$ cat config.mk
export PLATFORM = sky130hd
export DESIGN_NAME = btb_update_queue
export DESIGN_NICKNAME = d
export VERILOG_FILES = /design/src/rtl/btb_update_queue.sv
export SDC_FILE = /design/constraint.sdc
export NUM_CORES = 1
export LEC_CHECK = 0
export ABC_CLOCK_PERIOD_IN_PS = 6200
export CELL_PAD_IN_SITES_DETAIL_PLACEMENT = 1
export CELL_PAD_IN_SITES_GLOBAL_PLACEMENT = 1
export CORE_MARGIN = 2
export CORE_UTILIZATION = 46
export CTS_CLUSTER_DIAMETER = 30
export CTS_CLUSTER_SIZE = 24
export DETAILED_ROUTE_END_ITERATION = 8
export PLACE_DENSITY = 0.86
export SLEW_MARGIN = 15
export SYNTH_ARGS = -nofsm -noshare
export SYNTH_HDL_FRONTEND = slang
export SYNTH_SLANG_ARGS = --single-unit
$ cat constraint.sdc
create_clock -name clk -period 6.2 [get_ports clk]
set_input_delay 1.24 -clock clk [delete_from_list [all_inputs] [get_ports clk]]
set_output_delay 1.24 -clock clk [all_outputs]
set_load 0.01 [all_outputs]
$ cat src/rtl/btb_update_queue.sv
// Circular queue between the two execute-pipe branch units and the BTB update
// port: accepts up to two resolution reports per cycle, issues one per cycle.
module btb_update_queue #(
  parameter int DEPTH = 4,
  parameter int CW    = $clog2(DEPTH) + 1
) (
  input  logic        clk,
  input  logic        resetn,
  input  logic        stallreq,
  input  logic        flush,
  input  logic        in0_valid,
  input  logic [31:0] in0_pc,
  input  logic        in0_mispred,
  input  logic        in0_taken,
  input  logic [31:0] in0_target,
  input  logic        in0_type,
  input  logic        in1_valid,
  input  logic [31:0] in1_pc,
  input  logic        in1_mispred,
  input  logic        in1_taken,
  input  logic [31:0] in1_target,
  input  logic        in1_type,
  output logic        in_ready,
  output logic [31:0] update_pc,
  output logic        pred_flag,
  output logic        pred_true,
  output logic        real_direct,
  output logic [31:0] real_address,
  output logic        update_type,
  output logic [CW-1:0] q_count,
  output logic        overflow
);

  localparam int AW = $clog2(DEPTH);

  // entry layout: {pc[66:35], mispred[34], taken[33], target[32:1], type[0]}
  logic [66:0]   mem_r [DEPTH];
  logic [AW-1:0] wp_r;
  logic [AW-1:0] rp_r;
  logic [CW-1:0] count_r;
  logic          overflow_r;

  logic [CW-1:0] free_s;
  logic          in_ready_s;
  logic          accept_s;
  logic          pop_s;
  logic          drop_s;
  logic          nonempty_s;
  logic [AW-1:0] wp1_s;
  logic [66:0]   e0_s;
  logic [66:0]   e1_s;
  logic [66:0]   head_s;
  logic          wr0_en_s;
  logic          wr1_en_s;
  logic [66:0]   wr0_data_s;
  logic [66:0]   wr1_data_s;
  logic [CW-1:0] push_s;

  assign free_s     = CW'(DEPTH) - count_r;
  assign in_ready_s = (free_s >= CW'(2));
  assign nonempty_s = (count_r != '0);
  assign accept_s   = ~flush & in_ready_s;
  assign pop_s      = nonempty_s & ~stallreq & ~flush;
  assign drop_s     = ~flush & ~in_ready_s & (in0_valid | in1_valid);
  assign wp1_s      = wp_r + AW'(1);
  assign e0_s       = {in0_pc, in0_mispred, in0_taken, in0_target, in0_type};
  assign e1_s       = {in1_pc, in1_mispred, in1_taken, in1_target, in1_type};
  assign head_s     = mem_r[rp_r];

  // Route the accepted reports onto the two write slots, oldest first.
  always_comb begin
    wr0_en_s   = 1'b0;
    wr1_en_s   = 1'b0;
    wr0_data_s = e0_s;
    wr1_data_s = e1_s;
    push_s     = '0;
    if (accept_s) begin
      if (in0_valid) begin
        wr0_en_s = 1'b1;
        if (in1_valid) begin
          wr1_en_s = 1'b1;
          push_s   = CW'(2);
        end else begin
          push_s   = CW'(1);
        end
      end else if (in1_valid) begin
        wr0_en_s   = 1'b1;
        wr0_data_s = e1_s;
        push_s     = CW'(1);
      end else begin
        push_s = '0;
      end
    end else begin
      push_s = '0;
    end
  end

  // Queue storage, pointers, occupancy and the sticky overflow flag.
  always_ff @(posedge clk or negedge resetn) begin
    if (!resetn) begin
      for (int i = 0; i < DEPTH; i++) mem_r[i] <= '0;
      wp_r       <= '0;
      rp_r       <= '0;
      count_r    <= '0;
      overflow_r <= 1'b0;
    end else begin
      if (drop_s) overflow_r <= 1'b1;
      if (flush) begin
        wp_r    <= '0;
        rp_r    <= '0;
        count_r <= '0;
      end else begin
        if (wr0_en_s) mem_r[wp_r]  <= wr0_data_s;
        if (wr1_en_s) mem_r[wp1_s] <= wr1_data_s;
        wp_r    <= wp_r + push_s[AW-1:0];
        if (pop_s) rp_r <= rp_r + AW'(1);
        count_r <= count_r + push_s - {{(CW-1){1'b0}}, pop_s};
      end
    end
  end

  // Strobes are gated by flush so a discarded head is never reported.
  assign pred_flag    = nonempty_s & ~flush &  head_s[34];
  assign pred_true    = nonempty_s & ~flush & ~head_s[34];
  assign update_pc    = head_s[66:35];
  assign real_direct  = head_s[33];
  assign real_address = head_s[32:1];
  assign update_type  = head_s[0];
  assign q_count      = count_r;
  assign in_ready     = in_ready_s;
  assign overflow     = overflow_r;

endmodule

After elaboration in Yosys (flattened, before gate mapping)
Index checks and enable logic that the tools add are counted.
{"block": "word_totals", "ff_bits": 276, "in_bits": 140, "output_inout_bits": 73, "elab_cells": 68}
{"block": "classes", "n_bitwise": 16, "n_lt_le_gt_ge": 6, "reduce_logical": 4, "mux": 28, "addsub": 6}
{"cell": "2-to-1 mux 268 bit", "count": 3}
{"cell": "bitwise mux 268 bit", "count": 2}
{"cell": "2-to-1 mux 67 bit", "count": 7}
{"cell": "demux 67 bit (select 2 bit)", "count": 2}
{"cell": "binary-select mux 67 bit (select 2 bit)", "count": 1}
{"cell": "greater-or-equal comparator 3 bit (second input constant)", "count": 3}
{"cell": "2-to-1 mux 3 bit", "count": 3}
{"cell": "inverter 2 -> 3 bit", "count": 3}
{"cell": "AND 1 bit", "count": 8}
{"cell": "2-to-1 mux 2 bit", "count": 4}
{"cell": "less-than comparator 3 x 1 -> 1 bit (second input constant)", "count": 2}
{"cell": "2-to-1 mux 1 bit", "count": 6}
{"cell": "adder 2 x 1 -> 2 bit (second input constant)", "count": 2}
{"cell": "inverter 1 bit", "count": 4}
{"cell": "adder 3 bit", "count": 1}
{"cell": "greater-or-equal comparator 3 x 2 -> 1 bit (second input constant)", "count": 1}
{"cell": "nonzero test 3 bit", "count": 1}
{"cell": "subtractor 3 x 1 -> 3 bit", "count": 1}
{"cell": "subtractor 3 bit (first input constant)", "count": 1}
{"cell": "adder 2 bit", "count": 1}
{"cell": "logical AND 1 bit", "count": 2}
{"cell": "nonzero test 2 bit", "count": 1}
{"cell": "bitwise OR 1 bit", "count": 1}

Depth between registers and ports, before layout
{"block": "depth", "depth_word": 10, "depth_mapped": 15, "mapped_depth_nobuf": 15}

Worst setup path before layout
No wires, ideal clock.
{"block": "synth_path", "kind": "input to register", "from": "input port flush", "to": "register count_r[2] (netlist: q_count[2])", "slack_ns": 2.885, "required_time_ns": 6.068, "arrival_ns": 3.183, "path_buffers": 2, "cell_stages": 11, "setup_time_ns": 0.132, "cell_sequence": "clkbuf_1 -> buf_1 -> nor3_1 -> ha_1 -> inv_1 -> ha_1 -> inv_1 -> fa_1 -> xnor2_1 -> xnor2_1 -> nor2_1"}
{"block": "synth_via", "elab_chain_cells": 6, "elab_cells_between_ends": 7, "classes_between": "2 x add/sub; 2 x mux; 3 x bitwise"}
{"item": "start: declaration", "line": "10", "source": "input logic flush,"}
{"item": "inverter 1 bit", "line": "62, 63"}
{"item": "AND 1 bit", "line": "62", "source": "assign accept_s = ~flush & in_ready_s;"}
{"item": "2-to-1 mux 3 bit", "line": "77", "source": "if (accept_s) begin"}
{"item": "adder 3 bit", "line": "117", "source": "count_r <= count_r + push_s - {{(CW-1){1'b0}}, pop_s};"}
{"item": "subtractor 3 x 1 -> 3 bit", "line": "117"}
{"item": "2-to-1 mux 3 bit (*)", "line": "108", "source": "if (flush) begin"}
{"item": "end signal: assignment", "line": "117"}
{"item": "end: declaration", "line": "40", "source": "logic [CW-1:0] count_r;"}
Mark *: on every way between the ends. The rest lies on a longest branch, timed or not.
A chain may end at the register's enable or synchronous reset.

Final worst setup path
{"block": "layout_path", "from": "register rp_r[0]", "to": "output port real_address[6]"}
{"block": "layout_via", "elab_chain_cells": 4}
{"item": "start: declaration", "line": "39", "source": "logic [AW-1:0] rp_r;"}
{"item": "start signal: assignment", "line": "116", "source": "if (pop_s) rp_r <= rp_r + AW'(1);"}
{"item": "inverter 2 -> 3 bit (not written as such)", "line": "68", "source": "assign head_s = mem_r[rp_r];"}
{"item": "binary-select mux 67 bit (select 2 bit)", "line": "68"}
{"item": "2-to-1 mux 67 bit (not written as such) (2 in series)", "line": "68"}
{"item": "end: declaration", "line": "28", "source": "output logic [31:0] real_address,"}
No other way between the ends. The select of a mux whose other input is x is not followed.

==> impl_results.md <==
* Final WL at 52,270 um
* Sequential Area at 6912 sq um
* WS Path Type: flop to primary output
* Tot GR Track Use at 0.3484
* CTS Hold Bufs at 0
* Mapped cell area at 13,150 sq um
* Post-synthesis sequential area ratio at 0.5253
* Die ar. at 29,950 sq um
* Wire length per cell at 29.76 um
* Fill count at 2,818
* Syn nets at 1,273
* Placement row count at 61
* CTS clk-pin slew, worst paths at 0.04 ns
* Vias in the first global route at 13,760
* Detailed Place HPWL at 27,590 um
* Avg Inst Size Synth at 11.71 sq um
* TritonCTS buffer count at 66
* Unique masters post-synth at 40
* Final hold violation count at 0
* Layout cells sized above 1 at 0.2095
* CP endpoint kind: primary output
* PnR Total Power at 0.01115 W
* TritonCTS clock tree: done
* Initial DRT Pass Iterations at 7
* Flop and latch count out of synthesis at 276
* DR vias/cell at 6.764
* Status: finished clean
* # setup viols final at 0
* Async SR Flop Fraction at 1.000
* Max Freq at 231.6 MHz
* Setup TNS at 0 ns
* Top FF cell, synth: dfrtp_1
* Clock Skew at 0.02166 ns
* Largest net degree at the start of global routing at 173
* Post-synth EDFFs at 0
* Leakage at 7.198 nW
* Crit path DAT at 3.08 ns
* Ports at 213
* Die H at 173.1 um
* Clock tree sinks at 276
* DR iter-0 viols at 1,329
* Core area at 27,930 sq um
* RePlAce Congestion at 0.7796
* Worst skew pair latency at 0.55 ns
* Post_cts resized at 0
* First-pass GRT wire length at 80,850 um
* Crit Path Max Fanout at 27
* Residual DRC count at 0
* Area of the multi-input gates at 5495 sq um
* Final #Nets at 1,475
* Crit path launch type: flop
* Period utilisation layout at 0.6963
* Die Span X at 173.1 um
* Antenna-violating nets left at 0
* Via Count at 11,880
* Initial antenna violation count at 2
* Gr ovfl total at 0
* Post-CTS Setup Inserts at 0
* Port bufs at 212
* Synth warnings at 0
* H-tree levels at 3
* Root buffer cell: clkbuf_16
* Tmin final at 4.317 ns
* Worst-Margin Slew at 1.235 ns
* Hold WC Path Type: flop to flop
* Post-Synthesis Cells at 1,123
* Initial Util at 0.4707
* Fin. max-slew vios at 0
* RSZ-0062 raised after global routing: false
* Max-cap viol count at 0
* Fin cells at 1,756
* Clock tree buffer depth at 3
* Worst endpoint required time at 4.96 ns
* Pwr per Cell Area at 624.1 nW/um^2
* Peak VDD IR at 0.0003197 V
* Max_slew headroom at 0.1763
* Area grow syn2layout at 35.84%
* Placed Instances at 1,635
## area by class of cell
| type | instances | area share |
|---|---|---|
| antenna | 3 | 0.0004203 |
| clock buffer | 84 | 0.1048 |
| clock inverter | 34 | 0.02515 |
| inverter | 76 | 0.01597 |
| multi-input combinational | 666 | 0.3077 |
| sequential | 276 | 0.3870 |
| tap | 378 | 0.02648 |
| timing repair buffer | 239 | 0.1325 |
## final timing paths
path                                          endpoint            startpoint  depth (start not counted)  slack [ns]
worst max-delay path                   real_address[6]   rp_r[0]$_DFFE_PN0P_                          3        1.88
worst min-delay path              overflow$_DFFE_PN0P_  overflow$_DFFE_PN0P_                          1        0.46
worst max register to register   mem_r[72]$_DFFE_PN0N_  q_count[0]$_DFF_PN0_                          9        2.82
worst min register to register    overflow$_DFFE_PN0P_  overflow$_DFFE_PN0P_                          1        0.46
max in group asynchronous          rp_r[0]$_DFFE_PN0P_                resetn                          2        4.31
min in group asynchronous       mem_r[252]$_DFFE_PN0N_                resetn                          1        0.54
## worst max-delay path, cell delays in order, from the launching register on
cell,delay [ns]
dfrtp_4,0.81
buf_4,0.58
mux4_2,0.62
clkdlybuf4s50_1,0.51
## registers in the layout, summed over array words and instances, names as in the netlist
| name | count |
|---|---|
| q_count | 3 |
| mem_r | 268 |
| overflow | 1 |
| rp_r | 2 |
| wp_r | 2 |
## power breakdown
| group | switching, W | total, W | internal [W] |
|---|---|---|---|
| logic | 0.00197 | 0.00414 | 0.00217 |
| registers | 0.000646 | 0.00336 | 0.00271 |
| clock network | 0.00114 | 0.00364 | 0.00250 |
| total | 0.00376 | 0.0111 | 0.00738 |
## through the flow
stage,worst slack [ns],hold slack [ns],utilization,instance area [sq um]
CTS,1.820,0.4728,0.6391,17850
detailed placement,2.065,0.4476,0.5560,15530
global placement,2.089,0.4417,0.5560,15530
finish,1.883,0.4649,0.6394,17860
floorplan,2.885,0.4932,-,13150
global route,1.728,0.4912,0.6393,17860
## kinds of logic (layout without fill, tap and decap cells)
group / count (synthesis) / in the layout / synth area share
AOI/OAI and AO/OA: 478 / 478 / 0.2350
DFF: 276 / 276 / 0.5253
buffers and inverters: 181 / 433 / 0.06052
and+or+nand+nor: 106 / 106 / 0.05101
muxes: 67 / 67 / 0.1148
adders and majority gates: 10 / 10 / 0.01009
xor gates and xnor gates: 5 / 5 / 0.003331
other: 0 / 3 / 0
## synthesized netlist by cell type (2+ instances only)
master	number	area, sq um
o221a_2	67	754.5
clkbuf_1	29	108.9
xor2_1	2	17.52
nand4b_1	4	35.03
a21oi_1	203	1016
ha_1	9	112.6
buf_4	8	60.06
buf_6	3	33.78
nand2_1	2	7.510
nor3_1	3	15.01
buf_2	50	250.2
a211oi_2	2	25.02
inv_1	75	281.5
nor2b_1	5	31.28
nand3b_1	2	15.01
nand2b_1	70	437.9
nor3b_1	2	15.01
buf_1	14	52.55
xnor2_1	3	26.28
mux4_2	67	1509
dfrtp_1	276	6907
nor2_1	7	26.28
o22ai_1	203	1270
## cells in the final DEF, fill, tap and decap left out, types with 3 or more instances in the layout
cell type	instances
bufinv_16	9
a21oi_1	203
dfrtp_1	274
nand2b_1	70
clkbuf_16	68
o221a_2	67
clkbuf_1	5
buf_12	3
nor2_1	7
diode_2	3
clkdlybuf4s50_1	211
xnor2_1	3
nand4b_1	4
mux4_2	67
clkinvlp_4	5
ha_1	9
clkinv_2	15
inv_1	75
nor2b_1	5
nor3_1	3
clkinv_8	3
o22ai_1	201
clkbuf_8	11
buf_4	24
## layer usage
layer	GRT usage	routed length [um]	vias up	share of wire
met3	0.07982	4180	195	0.080
met5	0	0	-	0
li1	-	-	4751	-
met1	0.4122	19360	6157	0.37
met4	0.1988	2368	0	0.045
met2	0.5868	26360	774	0.50
Note: power is estimated with default switching activity, not from simulation.
